## config.mk

```make
export PLATFORM = sky130hd
export DESIGN_NAME = layer_compositor
export DESIGN_NICKNAME = d
export VERILOG_FILES = /design/src/rtl/layer_compositor_pkg.sv /design/src/rtl/layer_compositor_blink_timer.sv /design/src/rtl/layer_compositor.sv
export SDC_FILE = /design/constraint.sdc
export NUM_CORES = 1
export LEC_CHECK = 0
export BUFFER_PORTS_ARGS = -buffer_cell sky130_fd_sc_hd__buf_2
export CORE_MARGIN = 1.5
export CORE_UTILIZATION = 54
export CTS_CLUSTER_SIZE = 28
export DETAILED_ROUTE_END_ITERATION = 7
export PLACE_DENSITY = 0.93
export SYNTH_ARGS = -nofsm -noshare
export SYNTH_HDL_FRONTEND = slang
export SYNTH_SLANG_ARGS = --single-unit
```

## constraint.sdc

```tcl
create_clock -name vga_clk -period 2.3 [get_ports vga_clk]
set_input_delay 0.115 -clock vga_clk [delete_from_list [all_inputs] [get_ports vga_clk]]
set_output_delay 0.115 -clock vga_clk [all_outputs]
set_load 0.03 [all_outputs]
```

## src/rtl/layer_compositor_pkg.sv

```systemverilog
// ============================================================================
// Module : layer_compositor_pkg
// Brief  : Shared constants, types and helpers for the layer compositor.
// Rev    : 1.0  initial release
// ============================================================================
`default_nettype none

package layer_compositor_pkg;

  // Resolution and timing
  localparam int CNT_W    = 10;
  localparam int PX_W     = 12;
  localparam int H_ACTIVE = 640;
  localparam int V_ACTIVE = 480;

  // Layer stack defaults
  localparam int NUM_LAYERS   = 4;
  localparam int BLINK_FRAMES = 30;

  // Colours (4:4:4 RGB)
  localparam logic [11:0] BG_COLOR   = 12'hfda;
  localparam logic [11:0] BOARD_LINE = 12'h543;
  localparam logic [11:0] KEY_COLOR  = 12'hf0f;

  // Layer indices; a higher index is drawn on top
  localparam int LAYER_BOARD  = 0;
  localparam int LAYER_CHESS  = 1;
  localparam int LAYER_TIMER  = 2;
  localparam int LAYER_BANNER = 3;

  typedef logic [PX_W-1:0] px_t;

  // Counter width for a modulo-n count; never below one bit
  function automatic int clog2_min1(input int n);
    return (n <= 2) ? 1 : $clog2(n);
  endfunction

endpackage

`default_nettype wire

```

## src/rtl/layer_compositor_blink_timer.sv

```systemverilog
// ============================================================================
// Module : layer_compositor_blink_timer
// Brief  : Counts frame ticks and toggles blink_phase every BLINK_FRAMES ticks.
// Rev    : 1.0  initial release
// ============================================================================
`default_nettype none

module layer_compositor_blink_timer #(
  parameter int BLINK_FRAMES = 30
) (
  input  logic vga_clk,
  input  logic rst,
  input  logic tick,
  output logic blink_phase
);
  import layer_compositor_pkg::*;

  localparam int             CW   = clog2_min1(BLINK_FRAMES);
  localparam logic [CW-1:0]  LAST = CW'(BLINK_FRAMES - 1);

  logic [CW-1:0] count;

  // Advance once per frame; wrap and flip the phase after the last frame
  always_ff @(posedge vga_clk) begin
    if (rst) begin
      count       <= '0;
      blink_phase <= 1'b0;
    end else if (tick) begin
      if (count == LAST) begin
        count       <= '0;
        blink_phase <= ~blink_phase;
      end else begin
        count <= count + 1'b1;
      end
    end
  end

endmodule

`default_nettype wire

```

## src/rtl/layer_compositor.sv

```systemverilog
// ============================================================================
// Module : layer_compositor
// Brief  : N-layer priority pixel compositor with per-layer enable and blink,
//          fixed two-cycle latency and aligned counters for the VGA output.
//          Optional colour-key transparency: LAYER_COMPOSITOR_COLOR_KEY_EN.
// Rev    : 1.0  initial release
// ============================================================================
`default_nettype none

module layer_compositor #(
  parameter int              NUM_LAYERS   = layer_compositor_pkg::NUM_LAYERS,
  parameter int              PX_W         = layer_compositor_pkg::PX_W,
  parameter int              CNT_W        = layer_compositor_pkg::CNT_W,
  parameter int              H_ACTIVE     = layer_compositor_pkg::H_ACTIVE,
  parameter int              V_ACTIVE     = layer_compositor_pkg::V_ACTIVE,
  parameter logic [PX_W-1:0] BG_COLOR     = layer_compositor_pkg::BG_COLOR,
  parameter int              BLINK_FRAMES = layer_compositor_pkg::BLINK_FRAMES,
  parameter logic [PX_W-1:0] KEY_COLOR    = layer_compositor_pkg::KEY_COLOR
) (
  input  logic                       vga_clk,
  input  logic                       rst,
  input  logic [CNT_W-1:0]           h_cnt,
  input  logic [CNT_W-1:0]           v_cnt,
  input  logic [NUM_LAYERS*PX_W-1:0] layer_px,
  input  logic [NUM_LAYERS-1:0]      layer_valid,
  input  logic [NUM_LAYERS-1:0]      layer_en,
  input  logic [NUM_LAYERS-1:0]      layer_blink,
  output logic [PX_W-1:0]            pixel,
  output logic [CNT_W-1:0]           pixel_h_cnt,
  output logic [CNT_W-1:0]           pixel_v_cnt,
  output logic                       active,
  output logic                       frame_start,
  output logic                       blink_phase
);
  import layer_compositor_pkg::*;

  // Stage-1 pipeline
  logic [NUM_LAYERS*PX_W-1:0] px1;
  logic [NUM_LAYERS-1:0]      valid1;
  logic [CNT_W-1:0]           h1;
  logic [CNT_W-1:0]           v1;
  logic                       sof1;

  // Frame-stable copies of the control inputs
  logic [NUM_LAYERS-1:0]      en_sh;
  logic [NUM_LAYERS-1:0]      blink_sh;

  logic                       sof_in;
  logic                       in_area;
  logic [NUM_LAYERS-1:0]      elig;
  logic [PX_W-1:0]            chain [0:NUM_LAYERS];

  assign sof_in  = (h_cnt == '0) && (v_cnt == '0);
  assign in_area = (int'(h1) < H_ACTIVE) && (int'(v1) < V_ACTIVE);

  // Stage 1: capture renderer outputs and counters
  always_ff @(posedge vga_clk) begin
    if (rst) begin
      px1    <= '0;
      valid1 <= '0;
      h1     <= '0;
      v1     <= '0;
      sof1   <= 1'b0;
    end else begin
      px1    <= layer_px;
      valid1 <= layer_valid;
      h1     <= h_cnt;
      v1     <= v_cnt;
      sof1   <= sof_in;
    end
  end

  // Load enables/blink on the edge that captures (0,0) so a whole frame is consistent
  always_ff @(posedge vga_clk) begin
    if (rst) begin
      en_sh    <= '1;
      blink_sh <= '0;
    end else if (sof_in) begin
      en_sh    <= layer_en;
      blink_sh <= layer_blink;
    end
  end

  // Phase changes on the stage-2 edge of (0,0), so (0,0) still sees the old phase
  layer_compositor_blink_timer #(
    .BLINK_FRAMES (BLINK_FRAMES)
  ) u_blink_timer (
    .vga_clk     (vga_clk),
    .rst         (rst),
    .tick        (sof1),
    .blink_phase (blink_phase)
  );

  // Priority chain: each layer overrides everything below it when eligible
  assign chain[0] = BG_COLOR;

  generate
    for (genvar i = 0; i < NUM_LAYERS; i++) begin : g_layer
      logic [PX_W-1:0] lpx;
      logic            key_hit;

      assign lpx = px1[i*PX_W +: PX_W];
`ifdef LAYER_COMPOSITOR_COLOR_KEY_EN
      assign key_hit = (lpx == KEY_COLOR);
`else
      assign key_hit = 1'b0;
`endif
      assign elig[i]    = valid1[i] & en_sh[i] & ~(blink_sh[i] & blink_phase) & ~key_hit;
      assign chain[i+1] = elig[i] ? lpx : chain[i];
    end
  endgenerate

`ifndef LAYER_COMPOSITOR_COLOR_KEY_EN
  // Key colour has no effect in this build
  logic [PX_W-1:0] unused_key_color;
  assign unused_key_color = KEY_COLOR;
`endif

  // Stage 2: register the winning pixel, blanking and aligned counters
  always_ff @(posedge vga_clk) begin
    if (rst) begin
      pixel       <= '0;
      active      <= 1'b0;
      pixel_h_cnt <= '0;
      pixel_v_cnt <= '0;
      frame_start <= 1'b0;
    end else begin
      pixel_h_cnt <= h1;
      pixel_v_cnt <= v1;
      frame_start <= sof1;
      if (in_area) begin
        pixel  <= chain[NUM_LAYERS];
        active <= 1'b1;
      end else begin
        pixel  <= '0;
        active <= 1'b0;
      end
    end
  end

endmodule

`default_nettype wire

```

==> impl_metrics.prom, run 1 <==
# TYPE chip_impl_metric gauge
chip_impl_metric{name="cp_data_arrival_time",unit="ps"} 2310
chip_impl_info{name="cts_tree",value="done"} 1
chip_impl_metric{name="initial_core_util",unit=""} 0.5532
chip_impl_metric{name="power_density",unit="mW/mm^2"} 878.2
chip_impl_metric{name="p_sw",unit="mW"} 1.204
chip_impl_metric{name="skew",unit="ps"} 10.76
chip_impl_metric{name="post_route_cells_drive_above_1_share",unit=""} 0.3037
chip_impl_metric{name="remaining_drc_errors",unit=""} 0
chip_impl_metric{name="place.detailed.hpwl",unit="mm"} 5.753
chip_impl_info{name="min-delay-path-class",value="in -> reg"} 1
chip_impl_metric{name="clock_tree.htree_level_count",unit=""} 4
chip_impl_metric{name="firstDrtPassIters",unit=""} 7
chip_impl_metric{name="post_cts_resize_count",unit=""} 0
chip_impl_metric{name="grt_max_degree",unit=""} 95
chip_impl_metric{name="cp.required",unit="ps"} 2750
chip_impl_metric{name="placement.setup.worst_slack",unit="ps"} 569.3
chip_impl_metric{name="final_hold_viol_count",unit=""} 0
chip_impl_info{name="run_status",value="complete, no violations"} 1
chip_impl_metric{name="synth.avg_cell_area",unit="um^2"} 11.27
chip_impl_metric{name="power_frac_clock",unit=""} 0.487
chip_impl_metric{name="net_count_of_the_mapped_netlist",unit=""} 438
chip_impl_metric{name="cap_violations",unit=""} 0
chip_impl_info{name="path_class",value="reg -> reg"} 1
chip_impl_info{name="post_synth_main_area_contributors",value="dfxtp_1 61%, nor2b_1 15%, o221ai_2 3.4%, mux2i_1 2.0%, a21oi_2 2.0%"} 1
chip_impl_metric{name="maximum_vdd_drop",unit="uV"} 551.7
chip_impl_metric{name="iteration_0_drc_count_of_the_detailed_router",unit=""} 176
chip_impl_metric{name="vias_per_cell",unit=""} 5.129
chip_impl_metric{name="cts_inserted_buffers",unit=""} 17
chip_impl_info{name="cts-root-buf",value="clkbuf_8"} 1
chip_impl_metric{name="synth_cell_type_count",unit=""} 37
chip_impl_metric{name="detail-route-antenna-nets",unit=""} 0
chip_impl_metric{name="ys_seq_area_frac",unit=""} 0.6069
chip_impl_metric{name="post-layout-total-power",unit="mW"} 5.363
chip_impl_metric{name="post-route-worst-setup-slack",unit="ps"} 439.0
chip_impl_metric{name="ctsHoldBuffers",unit=""} 90
chip_impl_info{name="critical_path.startpoint_type",value="register"} 1
chip_impl_metric{name="routed_wire_length_per_instance",unit="um"} 18.37
chip_impl_metric{name="post-cts-setup-buffers",unit=""} 0
chip_impl_metric{name="areaGrowthSynthToFinish",unit="%"} 53.01
chip_impl_info{name="critPathCaptureType",value="register"} 1
chip_impl_metric{name="cp_max_fo",unit=""} 9
chip_impl_metric{name="post_synth_top_area_share",unit=""} 0.6069
chip_impl_metric{name="grt.total_usage",unit=""} 0.3256
chip_impl_metric{name="vias_in_the_first_global_route",unit=""} 3767
chip_impl_info{name="yosys.cell_count.top_type",value="dfxtp_1"} 1
chip_impl_metric{name="layout.nets",unit=""} 644
chip_impl_metric{name="pwr-share-seq",unit=""} 0.418
chip_impl_info{name="synth_top_cell_by_area",value="dfxtp_1"} 1
chip_impl_metric{name="synth.ff_latch_count",unit=""} 121
chip_impl_metric{name="rows",unit=""} 31
chip_impl_metric{name="syn-instance-count",unit=""} 354
chip_impl_metric{name="cts_max_path_buffers",unit=""} 2
chip_impl_metric{name="final-max-slew-violation-count",unit=""} 0
chip_impl_info{name="postSynth.topFlopCell",value="dfxtp_1"} 1
chip_impl_metric{name="internal_power",unit="mW"} 4.159
chip_impl_metric{name="minimum_clock_period",unit="ps"} 1861
chip_impl_metric{name="power.leakage",unit="nW"} 2.636
chip_impl_metric{name="asyncSetResetFlopFracSynth",unit=""} 0
chip_impl_metric{name="finalSetupViolCount",unit=""} 0
chip_impl_metric{name="clock.fmax",unit="GHz"} 0.5373
chip_impl_metric{name="ioPinCount",unit=""} 117
chip_impl_metric{name="portBuffers",unit=""} 116
chip_impl_metric{name="grt_antenna_before_repair",unit=""} 0
chip_impl_metric{name="die_y",unit="um"} 88.97
chip_impl_metric{name="die_x",unit="um"} 88.97
chip_impl_metric{name="logic_gate_share_of_total_power",unit=""} 0.096
chip_impl_metric{name="place.gp.congestion",unit=""} 0.8787
chip_impl_metric{name="routed-via-count",unit=""} 3447
chip_impl_metric{name="synth_edf_count",unit=""} 0
chip_impl_metric{name="layout_worst_path_cycle_share",unit=""} 0.8091
chip_impl_metric{name="clock_network_latency_to_the_later_pin_of_the_worst_skew_pair",unit="ps"} 510
chip_impl_metric{name="clkSinkCount",unit=""} 121
chip_impl_metric{name="timing.setup.tns",unit="ps"} 0
chip_impl_metric{name="grt_remaining_overflow",unit=""} 0
chip_impl_metric{name="max_slew_margin",unit=""} 0.3556
chip_impl_metric{name="ys.warnings.count",unit=""} 0
chip_impl_metric{name="dieArea",unit="mm^2"} 0.007916
chip_impl_metric{name="core",unit="mm^2"} 0.007214
chip_impl_metric{name="grt_first_pass_wirelength",unit="mm"} 18.49
chip_impl_info{name="unrepaired_setup_endpoints_after_global_routing",value="no"} 1
chip_impl_metric{name="swShare",unit=""} 0.2246
chip_impl_info{name="synth.cells.most_frequent",value="121 x dfxtp_1, 93 x nor2b_1, 16 x nor2_1"} 1
chip_impl_metric{name="n_fill_cell",unit=""} 337
chip_impl_metric{name="clk_pin_slew",unit="ps"} 60
chip_impl_metric{name="ant_cells",unit=""} 0
chip_impl_metric{name="finalWirelength",unit="mm"} 12.35
chip_impl_metric{name="syn_area",unit="mm^2"} 0.003991
chip_impl_metric{name="max_slew.worst_pin.slew",unit="ps"} 966.7
critical path, cell delays in order (launching register included):
cell and delay (ps):
dfxtp_1 430, and2_4 220, or2_0 750, o221ai_2 230, a21oi_2 170
per-layer routing:
metal  GRT usage  wire (um)  part of all wire  up-vias
li1            -          -                 -     1589
met1      0.3310       4563              0.37     1613
met2      0.5606       6403              0.52      193
met3      0.1117        768             0.062       52
met4      0.2294        610             0.049        0
met5           0          0                 0        -
cells by family after synthesis:
| family | count (synthesis) | synth area share |
|---|---|---|
| buf+inv | 21 | 0.02382 |
| fa+ha+maj | 2 | 0.006269 |
| xor+xnor | 5 | 0.01097 |
| simple gates | 148 | 0.2288 |
| flops | 121 | 0.6069 |
| mux | 8 | 0.02006 |
| compound gates | 49 | 0.1031 |
registers in the layout (all words and copies together) (netlist names):
name and cells:
active 1, blink_sh 4, en_sh 4, frame_start 1, h1 10, pixel 12, pixel_h_cnt 10, pixel_v_cnt 10
px1 48, sof1 1, u_blink_timer.blink_phase 1, u_blink_timer.count 5, v1 10, valid1 4
cells in the final DEF, fill, tap and decap left out, types with 3 or more instances in the layout:
master         count
a21oi_1            9
a21oi_2            9
a221oi_1           3
and3_1             3
buf_2            115
clkbuf_16         16
clkbuf_8           7
clkinv_2           4
dfxtp_1          121
dlygate4sd3_1     90
mux2i_1            8
nand2_1            5
nand2b_1           9
nand3_1            6
nand4_1            3
nor2_1            16
nor2b_1           93
nor4_2             3
o211ai_1           3
o21ai_0           10
o21ai_1            3
o221ai_2           9
xor2_1             4
power groups by stage:
stage	logic (mW)	registers, mW	clock network [mW]
6_report	0.514	2.24	2.61
3_5_place_dp	0.361	2.27	0
3_3_place_gp	0.353	2.27	0
5_1_grt	0.547	2.24	2.74
4_1_cts	0.484	2.23	2.59
2_1_floorplan	0.168	2.33	0
path summary, 6_finish.rpt:
kind / end / cells after the start / from / slack (ps)
worst max-delay path: pixel[1] / 4 / u_blink_timer.blink_phase / 440
worst min-delay path: valid1[1] / 3 / layer_valid[1] / 350
worst max register to register: pixel[1] / 4 / u_blink_timer.blink_phase / 440
worst min register to register: pixel_h_cnt[6] / 1 / h1[6] / 450
stage by stage:
step	util	cells	hold WS (ps)	area [um^2]
6_report	0.8465	672	347.8	6107
5_1_grt	0.8465	672	354.7	6107
4_1_cts	0.8465	672	328.6	6107
3_5_place_dp	0.6396	550	327.6	4614
3_3_place_gp	0.6396	550	329.7	4614
2_1_floorplan	-	354	243.2	3991
area by class of cell:
| cell class | count | area [um^2] | area share |
|---|---|---|---|
| Sequential cell | 121 | 2422 | 0.3966 |
| Timing Repair Buffer | 207 | 1491 | 0.2442 |
| Multi-Input combinational cell | 212 | 1474 | 0.2413 |
| Clock buffer | 25 | 504.2 | 0.08257 |
| Tap cell | 99 | 123.9 | 0.02028 |
| Clock inverter | 7 | 87.58 | 0.01434 |
| Inverter | 1 | 3.754 | 0.0006146 |
No activity file was read; power rests on OpenSTA's default activity.
==> inputs of run 2 (changes only) <==
--- a/config.mk
+++ b/config.mk
@@ -7,10 +7,10 @@
 export LEC_CHECK = 0
 export BUFFER_PORTS_ARGS = -buffer_cell sky130_fd_sc_hd__buf_2
 export CORE_MARGIN = 1.5
-export CORE_UTILIZATION = 54
+export CORE_UTILIZATION = 51
 export CTS_CLUSTER_SIZE = 28
 export DETAILED_ROUTE_END_ITERATION = 7
-export PLACE_DENSITY = 0.93
+export PLACE_DENSITY = 0.89
 export SYNTH_ARGS = -nofsm -noshare
 export SYNTH_HDL_FRONTEND = slang
 export SYNTH_SLANG_ARGS = --single-unit
==> constraint.sdc (replaced) <==
create_clock -name vga_clk -period 1.75 [get_ports vga_clk]
set_input_delay 0.0875 -clock vga_clk [delete_from_list [all_inputs] [get_ports vga_clk]]
set_output_delay 0.0875 -clock vga_clk [all_outputs]
set_load 0.03 [all_outputs]
==> run 2 against run 1 <==
  * Worst hold slack worse by 190 ps
  * Global-route usage fell by 4.0 points
  * Routed wire length shrank 3.8%
  * Largest power group unchanged
  * Total power grew 34%
==> impl_metrics.prom, run 2 (same netlist as run 1, synthesis figures left out) <==
# TYPE chip_impl_metric gauge
chip_impl_metric{name="worst_path_largest_cell_delay",unit="ps"} 720
chip_impl_metric{name="ioPinCount",unit=""} 117
chip_impl_metric{name="routed-via-count",unit=""} 3409
chip_impl_metric{name="cp_data_arrival_time",unit="ps"} 2150
chip_impl_metric{name="clock_tree.htree_level_count",unit=""} 4
chip_impl_metric{name="finalWirelength",unit="mm"} 11.88
chip_impl_metric{name="sequential_cell_area",unit="mm^2"} 0.002422
chip_impl_metric{name="multi_input_area",unit="mm^2"} 0.001480
chip_impl_metric{name="core",unit="mm^2"} 0.007647
chip_impl_info{name="worst_path_max_delay_cell",value="or2_0"} 1
chip_impl_metric{name="cp.required",unit="ps"} 2190
chip_impl_metric{name="place.detailed.hpwl",unit="mm"} 6.118
chip_impl_metric{name="final-max-slew-violation-count",unit=""} 0
chip_impl_metric{name="placed_cells",unit=""} 555
chip_impl_info{name="registers.top_by_ff_count",value="px1"} 1
chip_impl_info{name="critical_path.startpoint_type",value="register"} 1
chip_impl_metric{name="initial_core_util",unit=""} 0.5219
chip_impl_metric{name="grt_first_pass_wirelength",unit="mm"} 17.93
chip_impl_metric{name="vias_in_the_first_global_route",unit=""} 3533
chip_impl_info{name="cts-root-buf",value="clkbuf_8"} 1
chip_impl_info{name="worst_r2r_endpoint",value="pixel[11]"} 1
chip_impl_metric{name="die_x",unit="um"} 91.47
chip_impl_metric{name="grt.total_usage",unit=""} 0.2860
chip_impl_metric{name="post_route_cells_drive_above_1_share",unit=""} 0.3186
chip_impl_metric{name="die_y",unit="um"} 91.47
chip_impl_metric{name="clock_network_latency_to_the_later_pin_of_the_worst_skew_pair",unit="ps"} 510
chip_impl_metric{name="grt_remaining_overflow",unit=""} 0
chip_impl_metric{name="grt_max_degree",unit=""} 59
chip_impl_metric{name="max_slew_margin",unit=""} 0.3844
chip_impl_metric{name="timing.setup.tns",unit="ps"} 0
chip_impl_metric{name="vias_per_cell",unit=""} 5.111
chip_impl_metric{name="power.leakage",unit="nW"} 2.595
chip_impl_metric{name="clk_pin_slew",unit="ps"} 60
chip_impl_metric{name="detail-route-antenna-nets",unit=""} 0
chip_impl_info{name="worst_reg2reg_startpoint",value="blink_sh[1]"} 1
chip_impl_metric{name="grt_antenna_before_repair",unit=""} 0
chip_impl_metric{name="remaining_drc_errors",unit=""} 0
chip_impl_metric{name="dieArea",unit="mm^2"} 0.008366
chip_impl_metric{name="layout.nets",unit=""} 636
chip_impl_metric{name="largest_register_ffs",unit=""} 48
chip_impl_metric{name="max_slew.worst_pin.slew",unit="ps"} 923.4
chip_impl_metric{name="post-layout-total-power",unit="mW"} 7.178
chip_impl_metric{name="cts_inserted_buffers",unit=""} 17
chip_impl_metric{name="power_density",unit="mW/mm^2"} 1185
chip_impl_metric{name="n_fill_cell",unit=""} 431
chip_impl_metric{name="cts_max_path_buffers",unit=""} 2
chip_impl_info{name="min-delay-path-class",value="in -> reg"} 1
chip_impl_metric{name="placement.setup.worst_slack",unit="ps"} 200.6
chip_impl_info{name="final_cell_mix",value="121 x dfxtp_1, 115 x buf_2, 93 x nor2b_1"} 1
chip_impl_info{name="crit_path_end",value="pixel[11]"} 1
chip_impl_info{name="path_class",value="reg -> reg"} 1
chip_impl_metric{name="minimum_clock_period",unit="ps"} 1707
chip_impl_info{name="critPathCaptureType",value="register"} 1
chip_impl_metric{name="cp_max_fo",unit=""} 9
chip_impl_metric{name="layout_worst_path_cycle_share",unit=""} 0.9756
chip_impl_info{name="worst_setup_path_startpoint",value="blink_sh[1]"} 1
chip_impl_metric{name="areaGrowthSynthToFinish",unit="%"} 51.76
chip_impl_info{name="critical_path.cell_chain",value="and2_4 > or2_0 > o221ai_2 > a21oi_2"} 1
chip_impl_metric{name="firstDrtPassIters",unit=""} 5
chip_impl_metric{name="skew",unit="ps"} 4.785
chip_impl_metric{name="portBuffers",unit=""} 116
chip_impl_metric{name="ant_cells",unit=""} 0
chip_impl_info{name="reg.largest.list",value="px1 (48), pixel (12)"} 1
chip_impl_info{name="run_status",value="complete, no violations"} 1
chip_impl_metric{name="finalSetupViolCount",unit=""} 0
chip_impl_info{name="cts_tree",value="done"} 1
chip_impl_info{name="layout_commonest_cell",value="dfxtp_1"} 1
chip_impl_metric{name="r2r_setup_slack",unit="ps"} 40
chip_impl_metric{name="place.gp.congestion",unit=""} 0.8222
chip_impl_metric{name="layout.cells.non_filler",unit=""} 667
chip_impl_info{name="unrepaired_setup_endpoints_after_global_routing",value="no"} 1
chip_impl_info{name="crit_family",value="simple AND/OR/NAND/NOR gates"} 1
chip_impl_metric{name="crit_cells",unit=""} 4
chip_impl_metric{name="clock.fmax",unit="GHz"} 0.5857
chip_impl_metric{name="maximum_vdd_drop",unit="uV"} 714.3
chip_impl_metric{name="routed_wire_length_per_instance",unit="um"} 17.81
chip_impl_metric{name="clkSinkCount",unit=""} 121
chip_impl_metric{name="worst-path-buf-inv",unit=""} 0
chip_impl_metric{name="timing.reg2reg.worst_path_depth",unit=""} 4
chip_impl_metric{name="final_hold_viol_count",unit=""} 0
chip_impl_metric{name="cap_violations",unit=""} 0
chip_impl_metric{name="iteration_0_drc_count_of_the_detailed_router",unit=""} 269
chip_impl_metric{name="post-route-worst-setup-slack",unit="ps"} 42.79
chip_impl_metric{name="rows",unit=""} 32
[run 2: cell types whose count changed in the layout (fill, tap and decap cells not counted), sizes merged]
cell / delta
inv: +5
bufinv: +1
clkbuf: -5
dlygate4sd3: -10
buf: +2
clkinvlp: +2
clkinv: -3
[run 2: worst min-delay path, delay by kind of cell]
| kind | cells | cell delay (ps) |
|---|---|---|
| simple gates | 2 | 360 |
| buf+inv | 1 | 110 |
[run 2: power by group]
part           leakage (nW)  switching [mW]  internal (mW)
logic                  1.30           0.330          0.320
clock network         0.295            1.28           2.30
registers              1.00          0.0548           2.89
total                  2.60            1.67           5.51
[run 2: layer usage]
layer	share of wire	GRT usage
met1	0.38	0.3054
met2	0.53	0.5199
met3	0.060	0.06616
met4	0.037	0.1484
met5	0	0
[run 2: per-stage QoR]
step | hold WS, ps | util | cell area, um^2
2_1_floorplan | 215.7 | - | 3991
3_3_place_gp | 301.4 | 0.6059 | 4633
3_5_place_dp | 301.2 | 0.6059 | 4633
4_1_cts | 167.7 | 0.7912 | 6051
5_1_grt | 145.4 | 0.7920 | 6057
6_report | 157.7 | 0.7920 | 6057
[run 2: area by class of cell]
class | count | area share
tap | 102 | 0.02107
multi-input combinational | 212 | 0.2444
sequential | 121 | 0.3999
clock inverter | 12 | 0.02665
clock buffer | 20 | 0.07519
inverter | 1 | 0.0006197
timing repair buffer | 199 | 0.2322
[run 2: worst min path at each step]
stage,start,end,cells past startpoint
3_3_place_gp,layer_px[13],px1[13],2
3_5_place_dp,layer_px[34],px1[34],2
5_1_grt,rst,active,3
4_1_cts,rst,px1[7],3
6_report,rst,active,3
2_1_floorplan,h_cnt[0],h1[0],1
[run 2: what timing repair did]
| item | CTS | global route |
|---|---|---|
| hold endpoints to repair | 81 | 0 |
| gates resized for setup | 0 | 2 |
| hold buffers | 80 | 0 |
| endpoints found under the setup margin | 0 | 4 |
| setup buffers | 0 | 0 |
==> inputs of run 3 (changes only) <==
--- a/config.mk
+++ b/config.mk
@@ -5,9 +5,10 @@
 export SDC_FILE = /design/constraint.sdc
 export NUM_CORES = 1
 export LEC_CHECK = 0
+export ABC_AREA = 1
 export BUFFER_PORTS_ARGS = -buffer_cell sky130_fd_sc_hd__buf_2
 export CORE_MARGIN = 1.5
-export CORE_UTILIZATION = 51
+export CORE_UTILIZATION = 52
 export CTS_CLUSTER_SIZE = 28
 export DETAILED_ROUTE_END_ITERATION = 7
 export PLACE_DENSITY = 0.89
==> run 3 against run 2 <==
  * First-iteration DRC count up 22%
  * Flip-flop and latch count unchanged
  * Total power up 5.3%
==> impl_metrics.prom, run 3 <==
# TYPE chip_impl_metric gauge
chip_impl_info{name="critical_path.startpoint_type",value="register"} 1
chip_impl_metric{name="synth_xor_xnor_area_share",unit=""} 0.003977
chip_impl_metric{name="firstDrtPassIters",unit=""} 6
chip_impl_metric{name="net_count_of_the_mapped_netlist",unit=""} 643
chip_impl_metric{name="skew",unit="ps"} 6.097
chip_impl_metric{name="maximum_vdd_drop",unit="uV"} 1067
chip_impl_metric{name="die_x",unit="um"} 95.03
chip_impl_metric{name="cp.required",unit="ps"} 2160
chip_impl_metric{name="synth_cell_type_count",unit=""} 29
chip_impl_metric{name="areaGrowthSynthToFinish",unit="%"} 47.36
chip_impl_info{name="yosys.cell_count.top_type",value="inv_1"} 1
chip_impl_info{name="min-delay-path-class",value="in -> reg"} 1
chip_impl_metric{name="synth.area.mux_share",unit=""} 0
chip_impl_info{name="cts-root-buf",value="clkbuf_8"} 1
chip_impl_metric{name="power.leakage",unit="nW"} 3.340
chip_impl_metric{name="vias_in_the_first_global_route",unit=""} 4357
chip_impl_metric{name="swShare",unit=""} 0.2469
chip_impl_metric{name="portBuffers",unit=""} 116
chip_impl_info{name="synth.cells.most_frequent",value="137 x inv_1, 127 x nor2_1, 121 x dfxtp_1"} 1
chip_impl_metric{name="place.gp.congestion",unit=""} 0.8841
chip_impl_info{name="critical_path.cell_chain",value="nand2_1 > nand3_2 > o21ai_0 > inv_1 > nand2_1 > a21oi_1"} 1
chip_impl_metric{name="grt.total_usage",unit=""} 0.3272
chip_impl_metric{name="worst-path-buf-inv",unit=""} 1
chip_impl_metric{name="met2_length",unit="mm"} 7.176
chip_impl_metric{name="pwr-share-seq",unit=""} 0.389
chip_impl_info{name="unrepaired_setup_endpoints_after_global_routing",value="no"} 1
chip_impl_metric{name="synth_simple_gate_area_frac",unit=""} 0.2426
chip_impl_metric{name="synth_edf_count",unit=""} 0
chip_impl_metric{name="vias_per_cell",unit=""} 5.174
chip_impl_metric{name="asyncSetResetFlopFracSynth",unit=""} 0
chip_impl_metric{name="iteration_0_drc_count_of_the_detailed_router",unit=""} 328
chip_impl_metric{name="layout.cells.non_filler",unit=""} 877
chip_impl_metric{name="die_y",unit="um"} 95.03
chip_impl_info{name="worst_path_max_delay_cell",value="o21ai_0"} 1
chip_impl_metric{name="ys_seq_area_frac",unit=""} 0.5500
chip_impl_metric{name="grt_remaining_overflow",unit=""} 0
chip_impl_metric{name="remaining_drc_errors",unit=""} 0
chip_impl_metric{name="power_density",unit="mW/mm^2"} 1164
chip_impl_metric{name="clock_tree.htree_level_count",unit=""} 4
chip_impl_info{name="top_layer_used",value="met4"} 1
chip_impl_metric{name="syn-instance-count",unit=""} 559
chip_impl_metric{name="finalSetupViolCount",unit=""} 0
chip_impl_metric{name="cts_inserted_buffers",unit=""} 17
chip_impl_metric{name="routed-via-count",unit=""} 4538
chip_impl_metric{name="max_slew.worst_pin.slew",unit="ps"} 544.2
chip_impl_metric{name="internal_power",unit="mW"} 5.691
chip_impl_metric{name="post_route_cells_drive_above_1_share",unit=""} 0.2283
chip_impl_metric{name="worst_path_largest_cell_delay",unit="ps"} 410
chip_impl_info{name="reg.largest.list",value="px1 (48), pixel (12)"} 1
chip_impl_metric{name="final_hold_viol_count",unit=""} 0
chip_impl_metric{name="final-max-slew-violation-count",unit=""} 0
chip_impl_metric{name="clock.fmax",unit="GHz"} 0.5877
chip_impl_metric{name="ys.warnings.count",unit=""} 0
chip_impl_metric{name="timing.setup.tns",unit="ps"} 0
chip_impl_info{name="final_cell_mix",value="137 x inv_1, 127 x nor2_1, 121 x dfxtp_1"} 1
chip_impl_metric{name="cp_data_arrival_time",unit="ps"} 2110
chip_impl_metric{name="wl_met3",unit="mm"} 1.171
chip_impl_info{name="run_status",value="complete, no violations"} 1
chip_impl_metric{name="met1_length",unit="mm"} 5.068
chip_impl_info{name="main_combinational_cell_family_by_area_after_synthesis",value="simple AND/OR/NAND/NOR gates"} 1
chip_impl_metric{name="logic_gate_share_of_total_power",unit=""} 0.098
chip_impl_metric{name="syn_area",unit="mm^2"} 0.004404
chip_impl_metric{name="layout.nets",unit=""} 842
chip_impl_metric{name="grt_first_pass_wirelength",unit="mm"} 21.49
chip_impl_metric{name="post_synth_top_area_share",unit=""} 0.5500
chip_impl_metric{name="largest_register_ffs",unit=""} 48
chip_impl_metric{name="synth.ff_latch_count",unit=""} 121
chip_impl_metric{name="ctsHoldBuffers",unit=""} 81
chip_impl_metric{name="minimum_clock_period",unit="ps"} 1701
chip_impl_metric{name="rows",unit=""} 33
chip_impl_metric{name="clkSinkCount",unit=""} 121
chip_impl_info{name="cp_common_cell",value="nand2_1"} 1
chip_impl_info{name="crit_family",value="simple AND/OR/NAND/NOR gates"} 1
chip_impl_metric{name="cap_violations",unit=""} 0
chip_impl_metric{name="ioPinCount",unit=""} 117
chip_impl_metric{name="post_cts_resize_count",unit=""} 0
chip_impl_metric{name="layout_worst_path_cycle_share",unit=""} 0.9722
chip_impl_info{name="post_synth_main_area_contributors",value="dfxtp_1 55%, inv_1 12%, nor2_1 11%, nand2_1 4.1%, o21ai_0 2.5%"} 1
chip_impl_metric{name="power_frac_clock",unit=""} 0.513
chip_impl_metric{name="synth.avg_cell_area",unit="um^2"} 7.879
chip_impl_metric{name="cp_max_fo",unit=""} 23
chip_impl_metric{name="synthAdderAreaFrac",unit=""} 0.005682
chip_impl_metric{name="placed_cells",unit=""} 763
chip_impl_metric{name="cts_max_path_buffers",unit=""} 2
chip_impl_info{name="postSynth.topFlopCell",value="dfxtp_1"} 1
chip_impl_metric{name="dieArea",unit="mm^2"} 0.009031
chip_impl_metric{name="core",unit="mm^2"} 0.008217
chip_impl_metric{name="clock_network_latency_to_the_later_pin_of_the_worst_skew_pair",unit="ps"} 520
chip_impl_metric{name="grt_antenna_before_repair",unit=""} 0
chip_impl_metric{name="finalWirelength",unit="mm"} 14.46
chip_impl_info{name="critPathCaptureType",value="register"} 1
chip_impl_metric{name="place.detailed.hpwl",unit="mm"} 6.906
chip_impl_info{name="layout_commonest_cell",value="inv_1"} 1
chip_impl_metric{name="max_slew_margin",unit=""} 0.6368
chip_impl_metric{name="clk_pin_slew",unit="ps"} 60
chip_impl_metric{name="routed_wire_length_per_instance",unit="um"} 16.49
chip_impl_metric{name="synth_compound_gate_area_share",unit=""} 0.05028
chip_impl_info{name="synth_top_cell_by_area",value="dfxtp_1"} 1
chip_impl_metric{name="detail-route-antenna-nets",unit=""} 0
chip_impl_info{name="path_class",value="reg -> reg"} 1
chip_impl_metric{name="p_sw",unit="mW"} 1.866
chip_impl_metric{name="initial_core_util",unit=""} 0.5360
chip_impl_info{name="registers.top_by_ff_count",value="px1"} 1
chip_impl_info{name="cts_tree",value="done"} 1
chip_impl_metric{name="post-cts-setup-buffers",unit=""} 0
chip_impl_metric{name="n_fill_cell",unit=""} 437
chip_impl_metric{name="fin_util",unit=""} 0.7899
chip_impl_metric{name="grt_max_degree",unit=""} 97
run 3: cell types whose count changed in the layout (fill, tap and decap cells not counted), moves of 7 or more:
cell | before | now
nand2_1 | 5 | 48
or2_1 | 0 | 7
o21ai_0 | 10 | 22
nand3_1 | 5 | 21
nor2b_1 | 93 | 0
nand2b_1 | 9 | 0
nor2_1 | 16 | 127
mux2i_1 | 8 | 0
inv_1 | 1 | 137
o221ai_2 | 9 | 0
run 3: final cells by class:
class	instances	area (um^2)	share of cell area
multi-input combinational	281	1333	0.2053
inverter	138	530.5	0.08174
clock buffer	17	414.1	0.06381
tap	105	131.4	0.02024
antenna	1	2.502	0.0003856
clock inverter	15	235.2	0.03624
timing repair buffer	199	1421	0.2190
sequential	121	2422	0.3732
run 3: stage by stage:
stage	power, mW	instance area, um^2	hold WS (ps)	setup slack (ps)
2_1_floorplan	3.330	4404	194.5	477.7
3_3_place_gp	3.506	5027	288.5	455.1
3_5_place_dp	3.526	5027	293.0	376.9
4_1_cts	7.453	6487	289.9	211.9
5_1_grt	7.731	6487	321.7	14.42
6_report	7.557	6490	307.1	48.58
run 3: worst reg2reg max path: stages (launching register included):
cell	delay, ps
dfxtp_1	370
nand2_1	130
nand3_2	370
o21ai_0	410
inv_1	120
nand2_1	110
a21oi_1	80
run 3: path summary, 6_finish.rpt:
kind	end	from	slack [ps]	cells after the start
max	pixel[6]	u_blink_timer.blink_phase	50	6
min	px1[13]	layer_px[13]	310	4
max reg2reg	pixel[6]	u_blink_timer.blink_phase	50	6
min reg2reg	pixel_v_cnt[4]	v1[4]	400	2
run 3: cell families after synthesis:
group	Yosys count
adder cells (fa/ha/maj)	2
AND/OR/NAND/NOR	238
flip-flops	121
XOR/XNOR	2
buffers and inverters	157
AO/OA/AOI/OAI	39
run 3: power by group through the flow:
stage	logic, mW	clock network, mW	registers (mW)
finish	0.743	3.88	2.94
global route	0.794	3.99	2.94
CTS	0.690	3.83	2.93
detailed placement	0.540	0	2.99
global placement	0.521	0	2.98
floorplan	0.271	0	3.06
run 3: routing by layer:
| metal | track usage | vias up |
|---|---|---|
| met5 | 0 | - |
| met4 | 0.2674 | 0 |
| met3 | 0.07656 | 107 |
| met2 | 0.5565 | 325 |
| met1 | 0.3433 | 2074 |
| li1 | - | 2032 |
